<file path="config.mk">
export PLATFORM = sky130hd
export DESIGN_NAME = vp_centroid_marker
export DESIGN_NICKNAME = d
export VERILOG_FILES = /design/src/rtl/vp_centroid_marker.sv
export SDC_FILE = /design/constraint.sdc
export NUM_CORES = 1
export LEC_CHECK = 0
export CAP_MARGIN = 20
export CORE_ASPECT_RATIO = 0.8
export CORE_MARGIN = 1
export CORE_UTILIZATION = 50
export DETAILED_ROUTE_END_ITERATION = 8
export GPL_ROUTABILITY_DRIVEN = 0
export PLACE_DENSITY = 0.68
export SYNTH_ARGS = -nofsm -noshare
export SYNTH_HDL_FRONTEND = slang
export SYNTH_SLANG_ARGS = --single-unit
</file>
<file path="constraint.sdc">
create_clock -name clk -period 4 [get_ports clk]
set_clock_uncertainty 0.05 [all_clocks]
set_input_delay 0.8 -clock clk [delete_from_list [all_inputs] [get_ports clk]]
set_output_delay 0.8 -clock clk [all_outputs]
set_load 0.05 [all_outputs]
</file>
<file path="src/rtl/vp_centroid_marker.sv">
// vp_centroid_marker
//   Streaming stage between vp and hdmi_out. Each pixel is thresholded into a
//   binary mask, first-order moments are accumulated per frame, and the mask
//   centroid is computed by a sequential restoring divider during vertical
//   blanking. A crosshair is overlaid at the last valid centroid. Video timing
//   passes through with exactly one cycle of latency.
//
//   Build option: define CENTROID_BBOX_EN to additionally track the per-frame
//   bounding box of the mask and draw it as a 1-pixel rectangle in the overlay.
module vp_centroid_marker #(
  parameter int          IMG_W      = 64,
  parameter int          IMG_H      = 64,
  parameter int          COORD_W    = 11,
  parameter int          ACC_W      = 32,
  parameter logic [7:0]  THRESH     = 8'd128,
  parameter int          ARM        = 8,
  parameter logic [23:0] MARK_COLOR = 24'hFF0000
) (
  input  logic               clk,
  input  logic               rst_n,
  input  logic               de_in,
  input  logic               h_sync_in,
  input  logic               v_sync_in,
  input  logic [23:0]        pixel_in,
  input  logic [2:0]         sw,
  output logic               de_out,
  output logic               h_sync_out,
  output logic               v_sync_out,
  output logic [23:0]        pixel_out,
  output logic [COORD_W-1:0] centroid_x,
  output logic [COORD_W-1:0] centroid_y,
  output logic               centroid_valid
);

  localparam int                 CNT_W    = (ACC_W > 2) ? $clog2(ACC_W) : 1;
  localparam logic [CNT_W-1:0]   LAST_BIT = CNT_W'(ACC_W - 1);
  localparam logic [COORD_W-1:0] ARM_C    = COORD_W'(ARM);
  localparam logic [COORD_W:0]   IMG_W_C  = (COORD_W + 1)'(IMG_W);
  localparam logic [COORD_W:0]   IMG_H_C  = (COORD_W + 1)'(IMG_H);

  typedef enum logic [1:0] {
    S_IDLE  = 2'd0,
    S_DIV_X = 2'd1,
    S_DIV_Y = 2'd2,
    S_DONE  = 2'd3
  } state_t;

  // Saturating coordinate increment: counters stick at the all-ones value.
  function automatic logic [COORD_W-1:0] sat_inc(input logic [COORD_W-1:0] v);
    if (&v) begin
      sat_inc = v;
    end else begin
      sat_inc = v + {{(COORD_W-1){1'b0}}, 1'b1};
    end
  endfunction

  // Output stream registers (also serve as the previous-cycle copies for edge detection)
  logic               r_de;
  logic               r_hs;
  logic               r_vs;
  logic [23:0]        r_pix;
  logic [COORD_W-1:0] r_cx;
  logic [COORD_W-1:0] r_cy;
  logic               r_valid;

  // Coordinate counters
  logic [COORD_W-1:0] r_x;
  logic [COORD_W-1:0] r_y;

  // Moment accumulators
  logic [ACC_W-1:0]   r_sum_x;
  logic [ACC_W-1:0]   r_sum_y;
  logic [ACC_W-1:0]   r_cnt;

  // Divider state
  state_t             r_state;
  state_t             w_state_nxt;
  logic [ACC_W-1:0]   r_dvd;
  logic [ACC_W-1:0]   r_rem;
  logic [ACC_W-1:0]   r_div;
  logic [ACC_W-1:0]   r_op_y;
  logic [CNT_W-1:0]   r_bit;
  logic [COORD_W-1:0] r_qx;
  logic               r_skip;

  // Combinational helpers
  logic               w_vs_rise;
  logic               w_de_fall;
  logic               w_mask;
  logic [ACC_W-1:0]   w_x_ext;
  logic [ACC_W-1:0]   w_y_ext;
  logic               w_last_bit;
  logic [ACC_W:0]     w_rem_sh;
  logic [ACC_W:0]     w_div_ext;
  logic               w_ge;
  logic [ACC_W-1:0]   w_rem_nxt;
  logic [ACC_W-1:0]   w_dvd_nxt;
  logic [COORD_W-1:0] w_dx;
  logic [COORD_W-1:0] w_dy;
  logic               w_in_area;
  logic               w_on_cross;
  logic               w_on_box;
  logic               w_overlay;
  logic               w_mark;
  logic               w_unused_sw;

  assign w_unused_sw = &{1'b0, sw[2:1]};

  assign w_vs_rise = v_sync_in & ~r_vs;
  assign w_de_fall = ~de_in & r_de;
  assign w_mask    = de_in & (pixel_in[23:16] >= THRESH);
  assign w_x_ext   = {{(ACC_W-COORD_W){1'b0}}, r_x};
  assign w_y_ext   = {{(ACC_W-COORD_W){1'b0}}, r_y};

  // One restoring-division step: shift in the next dividend bit, subtract if it fits.
  assign w_last_bit = (r_bit == LAST_BIT);
  assign w_rem_sh   = {r_rem, r_dvd[ACC_W-1]};
  assign w_div_ext  = {1'b0, r_div};
  assign w_ge       = (w_rem_sh >= w_div_ext);
  assign w_rem_nxt  = w_ge ? ACC_W'(w_rem_sh - w_div_ext) : w_rem_sh[ACC_W-1:0];
  assign w_dvd_nxt  = {r_dvd[ACC_W-2:0], w_ge};

  // Pixel coordinate counters: x counts active pixels in a line, y counts lines in a frame.
  always_ff @(posedge clk or negedge rst_n) begin
    if (!rst_n) begin
      r_x <= '0;
      r_y <= '0;
    end else begin
      if (de_in) begin
        r_x <= sat_inc(r_x);
      end else begin
        r_x <= '0;
      end
      if (w_vs_rise) begin
        r_y <= '0;
      end else if (w_de_fall) begin
        r_y <= sat_inc(r_y);
      end
    end
  end

  // Moment accumulation; a mask pixel coinciding with the vsync edge seeds the new frame.
  always_ff @(posedge clk or negedge rst_n) begin
    if (!rst_n) begin
      r_sum_x <= '0;
      r_sum_y <= '0;
      r_cnt   <= '0;
    end else if (w_vs_rise) begin
      r_sum_x <= w_mask ? w_x_ext : '0;
      r_sum_y <= w_mask ? w_y_ext : '0;
      r_cnt   <= w_mask ? ACC_W'(1'b1) : '0;
    end else if (w_mask) begin
      r_sum_x <= r_sum_x + w_x_ext;
      r_sum_y <= r_sum_y + w_y_ext;
      r_cnt   <= r_cnt + ACC_W'(1'b1);
    end
  end

  // Divider FSM state register.
  always_ff @(posedge clk or negedge rst_n) begin
    if (!rst_n) begin
      r_state <= S_IDLE;
    end else begin
      r_state <= w_state_nxt;
    end
  end

  // Divider FSM next state; a vsync edge always (re)starts, even mid-division.
  always_comb begin
    w_state_nxt = r_state;
    if (w_vs_rise) begin
      if (r_cnt == '0) begin
        w_state_nxt = S_DONE;
      end else begin
        w_state_nxt = S_DIV_X;
      end
    end else begin
      case (r_state)
        S_IDLE: begin
          w_state_nxt = S_IDLE;
        end
        S_DIV_X: begin
          if (w_last_bit) begin
            w_state_nxt = S_DIV_Y;
          end else begin
            w_state_nxt = S_DIV_X;
          end
        end
        S_DIV_Y: begin
          if (w_last_bit) begin
            w_state_nxt = S_DONE;
          end else begin
            w_state_nxt = S_DIV_Y;
          end
        end
        S_DONE: begin
          w_state_nxt = S_IDLE;
        end
        default: begin
          w_state_nxt = S_IDLE;
        end
      endcase
    end
  end

  // Divider datapath: latch operands on the vsync edge, then run x and y divisions.
  always_ff @(posedge clk or negedge rst_n) begin
    if (!rst_n) begin
      r_dvd  <= '0;
      r_rem  <= '0;
      r_div  <= '0;
      r_op_y <= '0;
      r_bit  <= '0;
      r_qx   <= '0;
      r_skip <= 1'b0;
    end else if (w_vs_rise) begin
      r_dvd  <= r_sum_x;
      r_op_y <= r_sum_y;
      r_div  <= r_cnt;
      r_rem  <= '0;
      r_bit  <= '0;
      r_skip <= (r_cnt == '0);
    end else begin
      case (r_state)
        S_DIV_X: begin
          if (w_last_bit) begin
            r_qx  <= w_dvd_nxt[COORD_W-1:0];
            r_dvd <= r_op_y;
            r_rem <= '0;
            r_bit <= '0;
          end else begin
            r_dvd <= w_dvd_nxt;
            r_rem <= w_rem_nxt;
            r_bit <= r_bit + CNT_W'(1'b1);
          end
        end
        S_DIV_Y: begin
          r_dvd <= w_dvd_nxt;
          r_rem <= w_rem_nxt;
          if (w_last_bit) begin
            r_bit <= '0;
          end else begin
            r_bit <= r_bit + CNT_W'(1'b1);
          end
        end
        default: begin
          r_bit <= r_bit;
        end
      endcase
    end
  end

  // Centroid result: updated only in DONE; an empty frame clears valid but keeps x/y.
  always_ff @(posedge clk or negedge rst_n) begin
    if (!rst_n) begin
      r_cx    <= '0;
      r_cy    <= '0;
      r_valid <= 1'b0;
    end else if (r_state == S_DONE) begin
      if (r_skip) begin
        r_valid <= 1'b0;
      end else begin
        r_cx    <= r_qx;
        r_cy    <= r_dvd[COORD_W-1:0];
        r_valid <= 1'b1;
      end
    end
  end

`ifdef CENTROID_BBOX_EN
  logic [COORD_W-1:0] r_min_x;
  logic [COORD_W-1:0] r_max_x;
  logic [COORD_W-1:0] r_min_y;
  logic [COORD_W-1:0] r_max_y;
  logic [COORD_W-1:0] r_bb_min_x;
  logic [COORD_W-1:0] r_bb_max_x;
  logic [COORD_W-1:0] r_bb_min_y;
  logic [COORD_W-1:0] r_bb_max_y;
  logic               r_bb_ok;
  logic               w_bb_in_x;
  logic               w_bb_in_y;

  // Running bounding box of mask pixels, latched alongside the moments at the vsync edge.
  always_ff @(posedge clk or negedge rst_n) begin
    if (!rst_n) begin
      r_min_x    <= '1;
      r_max_x    <= '0;
      r_min_y    <= '1;
      r_max_y    <= '0;
      r_bb_min_x <= '0;
      r_bb_max_x <= '0;
      r_bb_min_y <= '0;
      r_bb_max_y <= '0;
      r_bb_ok    <= 1'b0;
    end else if (w_vs_rise) begin
      r_bb_min_x <= r_min_x;
      r_bb_max_x <= r_max_x;
      r_bb_min_y <= r_min_y;
      r_bb_max_y <= r_max_y;
      r_bb_ok    <= (r_cnt != '0);
      if (w_mask) begin
        r_min_x <= r_x;
        r_max_x <= r_x;
        r_min_y <= r_y;
        r_max_y <= r_y;
      end else begin
        r_min_x <= '1;
        r_max_x <= '0;
        r_min_y <= '1;
        r_max_y <= '0;
      end
    end else if (w_mask) begin
      if (r_x < r_min_x) r_min_x <= r_x;
      if (r_x > r_max_x) r_max_x <= r_x;
      if (r_y < r_min_y) r_min_y <= r_y;
      if (r_y > r_max_y) r_max_y <= r_y;
    end
  end

  assign w_bb_in_x = (r_x >= r_bb_min_x) && (r_x <= r_bb_max_x);
  assign w_bb_in_y = (r_y >= r_bb_min_y) && (r_y <= r_bb_max_y);
  assign w_on_box  = r_bb_ok &
                     ((((r_x == r_bb_min_x) || (r_x == r_bb_max_x)) && w_bb_in_y) ||
                      (((r_y == r_bb_min_y) || (r_y == r_bb_max_y)) && w_bb_in_x));
`else
  assign w_on_box = 1'b0;
`endif

  // Crosshair membership test against the previously computed centroid.
  always_comb begin
    w_dx = '0;
    w_dy = '0;
    if (r_x >= r_cx) begin
      w_dx = r_x - r_cx;
    end else begin
      w_dx = r_cx - r_x;
    end
    if (r_y >= r_cy) begin
      w_dy = r_y - r_cy;
    end else begin
      w_dy = r_cy - r_y;
    end
  end

  assign w_in_area  = ({1'b0, r_x} < IMG_W_C) && ({1'b0, r_y} < IMG_H_C);
  assign w_on_cross = ((r_y == r_cy) && (w_dx <= ARM_C)) ||
                      ((r_x == r_cx) && (w_dy <= ARM_C));
  assign w_overlay  = sw[0] & r_valid & de_in & w_in_area;
  assign w_mark     = w_overlay & (w_on_cross | w_on_box);

  // Single pipeline stage for timing and pixel data; timing bits are never altered.
  always_ff @(posedge clk or negedge rst_n) begin
    if (!rst_n) begin
      r_de  <= 1'b0;
      r_hs  <= 1'b0;
      r_vs  <= 1'b0;
      r_pix <= 24'h000000;
    end else begin
      r_de  <= de_in;
      r_hs  <= h_sync_in;
      r_vs  <= v_sync_in;
      r_pix <= w_mark ? MARK_COLOR : pixel_in;
    end
  end

  assign de_out         = r_de;
  assign h_sync_out     = r_hs;
  assign v_sync_out     = r_vs;
  assign pixel_out      = r_pix;
  assign centroid_x     = r_cx;
  assign centroid_y     = r_cy;
  assign centroid_valid = r_valid;

endmodule

</file>
## Yosys cells after proc, flatten, opt, wreduce, memory -nomap -nowiden

Index checks and enable logic that the tools add are counted.

- Bits in registers: 315
- Bits of input ports: 32
- Output and inout bits: 50
- Logic and storage cells: 108

- Add/subtract/negate cells: 11
- $lt $le $gt $ge: 8
- Equality and inequality tests: 8
- Multiplexer cells: 33
- Bitwise logic cells: 11
- Reduce and logical (&&, ||, !) cells: 17

Operators with widths:

| operator | count |
|---|---|
| 32-bit two-way mux | 11 |
| 32-bit case mux with 2 select lines | 2 |
| 11-bit two-way mux | 9 |
| 32-bit by 11-bit adder with 32-bit output | 2 |
| 11-bit subtractor | 4 |
| 33-bit by 32-bit greater-or-equal comparator with 1-bit output | 1 |
| 32-bit by 1-bit adder with 32-bit output (second input constant) | 1 |
| 32-bit logical NOT | 1 |
| 32-bit subtractor | 1 |
| 24-bit two-way mux | 1 |
| 11-bit by 1-bit adder with 11-bit output (second input constant) | 2 |
| 11-bit == test | 2 |
| 11-bit greater-or-equal comparator | 2 |
| 11-bit by 4-bit <= comparator with 1-bit output (second input constant) | 2 |
| 11-bit by 7-bit less-than comparator with 1-bit output (second input constant) | 2 |
| 11-bit AND reduction | 2 |
| 5-bit two-way mux | 3 |
| 8-bit greater-or-equal comparator (second input constant) | 1 |
| 1-bit AND | 7 |
| 2-bit two-way mux | 3 |
| 2-bit case mux with 3 select lines | 1 |
| 2-bit nonzero test | 3 |
| 5-bit by 1-bit adder with 5-bit output (second input constant) | 1 |
| 5-bit == test (second input constant) | 1 |
| other kinds (12) | 23 |

## Logic depth before layout (Yosys ltp)

- Word-level depth: 7
- Depth in mapped cells: 14
- Depth with buffers taken out: 13

## Worst setup path after synthesis

No wires, ideal clock.

- Path type: register to register
- Start point: register r_cx[5], in the netlist centroid_x[5]
- End point: register r_pix[0], in the netlist pixel_out[0]
- Setup time: 117 ps
- Arrival time: 3389 ps
- Data required time: 3833 ps
- Setup slack: 444 ps
- Cell stages (with the launch flop): 13
- Path buffers: 1
- Clock period less this slack: 3556 ps
- Cell sequence: dfrtp_1 > inv_1 > ha_1 > or3_1 > or3_1 > o21a_1 > nor3_2 > a31oi_1 > or4_1 > a2111o_1 > o32a_2 > buf_6 > and2_4

- Cells in the longest elaborated chain, start to end: 7
- Elaborated cells on any way between the ends: 11
- Those cells by class: add/sub: 2; order compare: 2; eq/ne: 1; mux: 2; bitwise: 1; reduce/logical: 3

RTL lines:

| what | line | source |
|---|---|---|
| from (decl) | 62 | `logic [COORD_W-1:0] r_cx;` |
| from (signal assigned) | 263 | `r_cx <= r_qx;` |
| 11-bit subtractor, or another cell as far along | 336 | `w_dx = r_cx - r_x;` |
| 11-bit two-way mux | 333 | `if (r_x >= r_cx) begin` |
| 11-bit by 4-bit <= comparator with 1-bit output | 346 | `assign w_on_cross = ((r_y == r_cy) && (w_dx <= ARM_C)) \|\|` |
| 1-bit logical AND | 346 |  |
| 1-bit logical OR (*) | 346 |  |
| 1-bit AND (*) | 349 | `assign w_mark = w_overlay & (w_on_cross \| w_on_box);` |
| 24-bit two-way mux (*) | 362 | `r_pix <= w_mark ? MARK_COLOR : pixel_in;` |
| to (signal assigned) | 362 |  |
| to (decl) | 61 | `logic [23:0] r_pix;` |

Every way passes the cells marked *; elsewhere a longest branch is shown, timed or not.
A chain may end at the register's enable or synchronous reset.

## Final worst setup path

- Start point: register r_y[3]
- End point: register r_pix[17], in the netlist pixel_out[17]

- Cells in the longest elaborated chain, start to end: 7
- Elaborated cells on any way between the ends: 14
- Those cells by class: add/sub: 2; order compare: 3; eq/ne: 1; mux: 2; bitwise: 2; reduce/logical: 4

RTL lines:

| what | line | source |
|---|---|---|
| from (decl) | 68 | `logic [COORD_W-1:0] r_y;` |
| from (signal assigned) | 137 | `r_y <= sat_inc(r_y);` |
| 11-bit subtractor, or another cell as far along | 341 | `w_dy = r_cy - r_y;` |
| 11-bit two-way mux | 338 | `if (r_y >= r_cy) begin` |
| 11-bit by 4-bit <= comparator with 1-bit output | 347 | `((r_x == r_cx) && (w_dy <= ARM_C));` |
| 1-bit logical AND | 347 |  |
| 1-bit logical OR | 346 |  |
| 1-bit AND (*) | 349 |  |
| 24-bit two-way mux (*) | 362 |  |

Marked as above.

==> metrics.json <==
{
  "drt_drc_violations_left": {"value": 0},
  "timing.critical_path.fanout_max": {"value": 24},
  "power_density_relative_to_cell_area": {"value": 567, "unit": "nW/um^2"},
  "cp.depth": {"value": 10},
  "route.final.wire_length": {"value": 45200, "unit": "um"},
  "clk_path_buf_depth": {"value": 3},
  "largest_family_of_logic_cells_by_synthesized_area": {"value": "simple AND/OR/NAND/NOR gates"},
  "worstReg2RegStart": {"value": "r_y[3]"},
  "top_level_ports": {"value": 82},
  "clock_tree_from_tritoncts": {"value": "done"},
  "final-max-slew-violation-count": {"value": 0},
  "switching_part_of_the_total_power": {"value": 0.372},
  "critPathMostFrequentCell": {"value": "o21a_1"},
  "synth_adder_area_share": {"value": 0.0747},
  "ff2ff_path_depth": {"value": 10},
  "clock_sink_count": {"value": 315},
  "final_worst_path_period_share": {"value": 0.954},
  "net_sw_power": {"value": 0.00444, "unit": "W"},
  "worst-path-buf-inv": {"value": 0},
  "post_synth_main_area_contributors": {"value": "dfrtp_1 43%, ha_1 7.1%, nand2_1 5.8%"},
  "max_freq": {"value": 262, "unit": "MHz"},
  "antenna_found_initial": {"value": 0},
  "ys_async_sr_fraction": {"value": 1.00},
  "post_synth_xor_area_fraction": {"value": 0.0562},
  "synth.distinct_cells": {"value": 79},
  "grt_pass1_wl": {"value": 74800, "unit": "um"},
  "cts.hold.buffers_added": {"value": 0},
  "worstSetupStartpointType": {"value": "flip-flop"},
  "ys_ff_latch": {"value": 315},
  "seq_area_frac_synth": {"value": 0.429},
  "design.core.area": {"value": 36100, "unit": "sq um"},
  "post-synth-top-area-cell": {"value": "dfrtp_1"},
  "mappedNetlistNets": {"value": 2166},
  "tightestPinTransition": {"value": 0.917, "unit": "ns"},
  "die_area": {"value": 37600, "unit": "sq um"},
  "cts_inserted_buffers": {"value": 36},
  "grt_pass1_vias": {"value": 14400},
  "timing.critical_path.required": {"value": 4.36, "unit": "ns"},
  "fin_tns_setup": {"value": 0, "unit": "ns"},
  "worst_hold_path_type": {"value": "input port to async pin"},
  "number_of_buffers_inserted_to_repair_setup_after_cts": {"value": 0},
  "max_slew_margin": {"value": 0.386},
  "synthesis.yosys.warnings": {"value": 0},
  "yosys.cell_count.top_type": {"value": "dfrtp_1"},
  "avgSynthCellArea": {"value": 9.08, "unit": "sq um"},
  "gr-total-overflow": {"value": 0},
  "critPathCaptureType": {"value": "flip-flop"},
  "part_of_the_power_in_the_clock_network": {"value": 0.274},
  "slowest_stage": {"value": "o41a_1"},
  "power.leakage": {"value": 9.54, "unit": "nW"},
  "pwr-share-comb": {"value": 0.409},
  "die_width": {"value": 216, "unit": "um"},
  "multi_input_area": {"value": 9710, "unit": "sq um"},
  "timing.critical_path.cells": {"value": "ha_1 -> nand4_1 -> o41a_1 -> o21a_1 -> nand2_1 -> mux2_2 -> o21a_1 -> a311oi_1 -> o32a_4 -> or2b_1"},
  "power.sequential.fraction": {"value": 0.318},
  "fin_crit": {"value": 3.82, "unit": "ns"},
  "timing_hold_violations_final": {"value": 0},
  "largest_stage_delay_on_the_critical_path": {"value": 0.50, "unit": "ns"},
  "cts.root.buffer_cell": {"value": "clkbuf_16"},
  "final_antenna_net_count": {"value": 0},
  "die_h": {"value": 174, "unit": "um"},
  "reg2reg_slack": {"value": 0.18, "unit": "ns"},
  "non_filler_cells_in_the_finished_layout": {"value": 2605},
  "setup_viol_count_final": {"value": 0},
  "max_cap_viol_count": {"value": 0},
  "global_route.usage.total": {"value": 0.244},
  "num_antenna_cells": {"value": 0},
  "grt_start_max_net_pins": {"value": 136},
  "clock_insertion_delay_worst_skew": {"value": 0.54, "unit": "ns"},
  "ctsHtreeMaxLevel": {"value": 2},
  "ir_drop": {"value": 0.327, "unit": "mV"},
  "layout-drive-gt1-share": {"value": 0.0776},
  "initial_utilization": {"value": 0.510},
  "flow.area_growth_from_synthesis": {"value": 14.6, "unit": "%"},
  "postSynthCellCount": {"value": 2026},
  "dpl.hpwl": {"value": 32100, "unit": "um"},
  "run_status": {"value": "completed"},
  "timing.rr.end": {"value": "pixel_out[17]"},
  "reg_area": {"value": 7880, "unit": "sq um"},
  "finalNetCount": {"value": 2240},
  "vias_per_cell": {"value": 5.74},
  "post_synth_and_or_nand_nor_area_fraction": {"value": 0.179},
  "fp-row-count": {"value": 62},
  "critical_path_class": {"value": "flip-flop to flip-flop"},
  "internal_power": {"value": 0.00750, "unit": "W"},
  "synth_compound_area_frac": {"value": 0.166},
  "routed_wire_length_per_instance": {"value": 17.4, "unit": "um"},
  "postCtsResizedCells": {"value": 0},
  "path_clk_slew": {"value": 0.06, "unit": "ns"},
  "critPathTopFamily": {"value": "compound AO/OA/AOI/OAI gates"},
  "dr.first_iter.drc_count": {"value": 1271},
  "synth.cell_area": {"value": 18400, "unit": "sq um"},
  "first_pass_iters": {"value": 6},
  "worst_ep_arrival_time": {"value": 4.18, "unit": "ns"},
  "rsz0062_at_grt": {"value": "no"},
  "synth_flop_cell": {"value": "dfrtp_1"},
  "yosys-top-cells-count": {"value": "315 x dfrtp_1, 283 x nand2_1, 194 x o21ai_0"},
  "place_inst": {"value": 2542},
  "synthMuxAreaShare": {"value": 0.0500},
  "count_of_vias_placed_by_the_detailed_router": {"value": 15000},
  "synth.top_cell.area_share": {"value": 0.429},
  "io_port_bufs": {"value": 79},
  "number_of_synthesized_flops_with_an_enable_pin": {"value": 0},
  "fill_cells": {"value": 3153}
}
how the worst max path moves through the flow:
stage                        startpoint            end  slack (ns)
after floorplan           centroid_x[5]   pixel_out[0]        0.44
after global placement           r_y[3]  pixel_out[23]        0.23
after detailed placement         r_y[3]  pixel_out[17]        0.18
after CTS                        r_y[3]  pixel_out[17]        0.18
after global routing             r_y[3]  pixel_out[17]        0.08
final                            r_y[3]  pixel_out[17]        0.18
cells by family (layout without fill, tap and decap cells):
| family | count (synthesis) | count (layout) |
|---|---|---|
| AND/OR/NAND/NOR | 693 | 693 |
| AO/OA/AOI/OAI | 491 | 491 |
| flip-flops | 315 | 315 |
| buffers and inverters | 211 | 310 |
| XOR/XNOR | 118 | 118 |
| adder cells (fa/ha/maj) | 108 | 108 |
| multiplexers | 90 | 90 |
registers in the layout, summed over array words and instances (netlist names):
register and cells:
centroid_valid 1, centroid_x 11, centroid_y 11, de_out 1, h_sync_out 1, pixel_out 24, r_bit 5, r_cnt 32
r_div 32, r_dvd 32, r_op_y 32, r_qx 11, r_rem 32, r_skip 1, r_state 2, r_sum_x 32
r_sum_y 32, r_x 11, r_y 11, v_sync_out 1
through the flow:
stage | worst slack [ns] | power [W] | instance area, sq um | hold slack, ns | util
global placement | 0.234 | 0.00851 | 19900 | 0.410 | 0.551
CTS | 0.176 | 0.0120 | 21100 | 0.320 | 0.584
floorplan | 0.444 | 0.00739 | 18400 | 0.396 | -
global route | 0.0839 | 0.0127 | 21100 | 0.346 | 0.584
finish | 0.185 | 0.0119 | 21100 | 0.263 | 0.584
detailed placement | 0.185 | 0.00863 | 19900 | 0.416 | 0.551
area by class of cell:
| type | instances | area share |
|---|---|---|
| Multi-Input combinational cell | 1500 | 0.461 |
| Sequential cell | 315 | 0.374 |
| Timing Repair Buffer | 134 | 0.0604 |
| Clock buffer | 49 | 0.0484 |
| Tap cell | 480 | 0.0285 |
| Inverter | 113 | 0.0201 |
| Clock inverter | 14 | 0.00719 |
power by group through the flow:
stage | clock [W] | sequential (W) | combinational (W)
3_5_place_dp | 0 | 0.00384 | 0.00480
4_1_cts | 0.00335 | 0.00378 | 0.00482
3_3_place_gp | 0 | 0.00383 | 0.00468
2_1_floorplan | 0 | 0.00397 | 0.00342
5_1_grt | 0.00349 | 0.00383 | 0.00538
6_report | 0.00327 | 0.00379 | 0.00488
routing by layer:
| layer | vias to the layer above | GRT usage | routed length [um] |
|---|---|---|---|
| met4 | 0 | 0.0613 | 834 |
| met1 | 7238 | 0.372 | 22300 |
| met5 | - | 0 | 0 |
| met2 | 419 | 0.357 | 19100 |
| li1 | 7220 | - | - |
| met3 | 73 | 0.0416 | 2960 |
placed cells by master, fill, tap and decap left out, types with 31 or more instances in the layout:
master	instances
xor2_1	43
clkdlybuf4s50_1	78
nand3_1	41
ha_1	105
a21oi_1	97
o21ai_0	193
and3_1	31
clkbuf_16	36
dfrtp_1	315
nand2_1	283
buf_4	50
a22oi_1	36
xnor2_1	75
inv_1	113
nor2_1	142
mux2i_1	75
No activity file was read; power rests on OpenSTA's default activity.
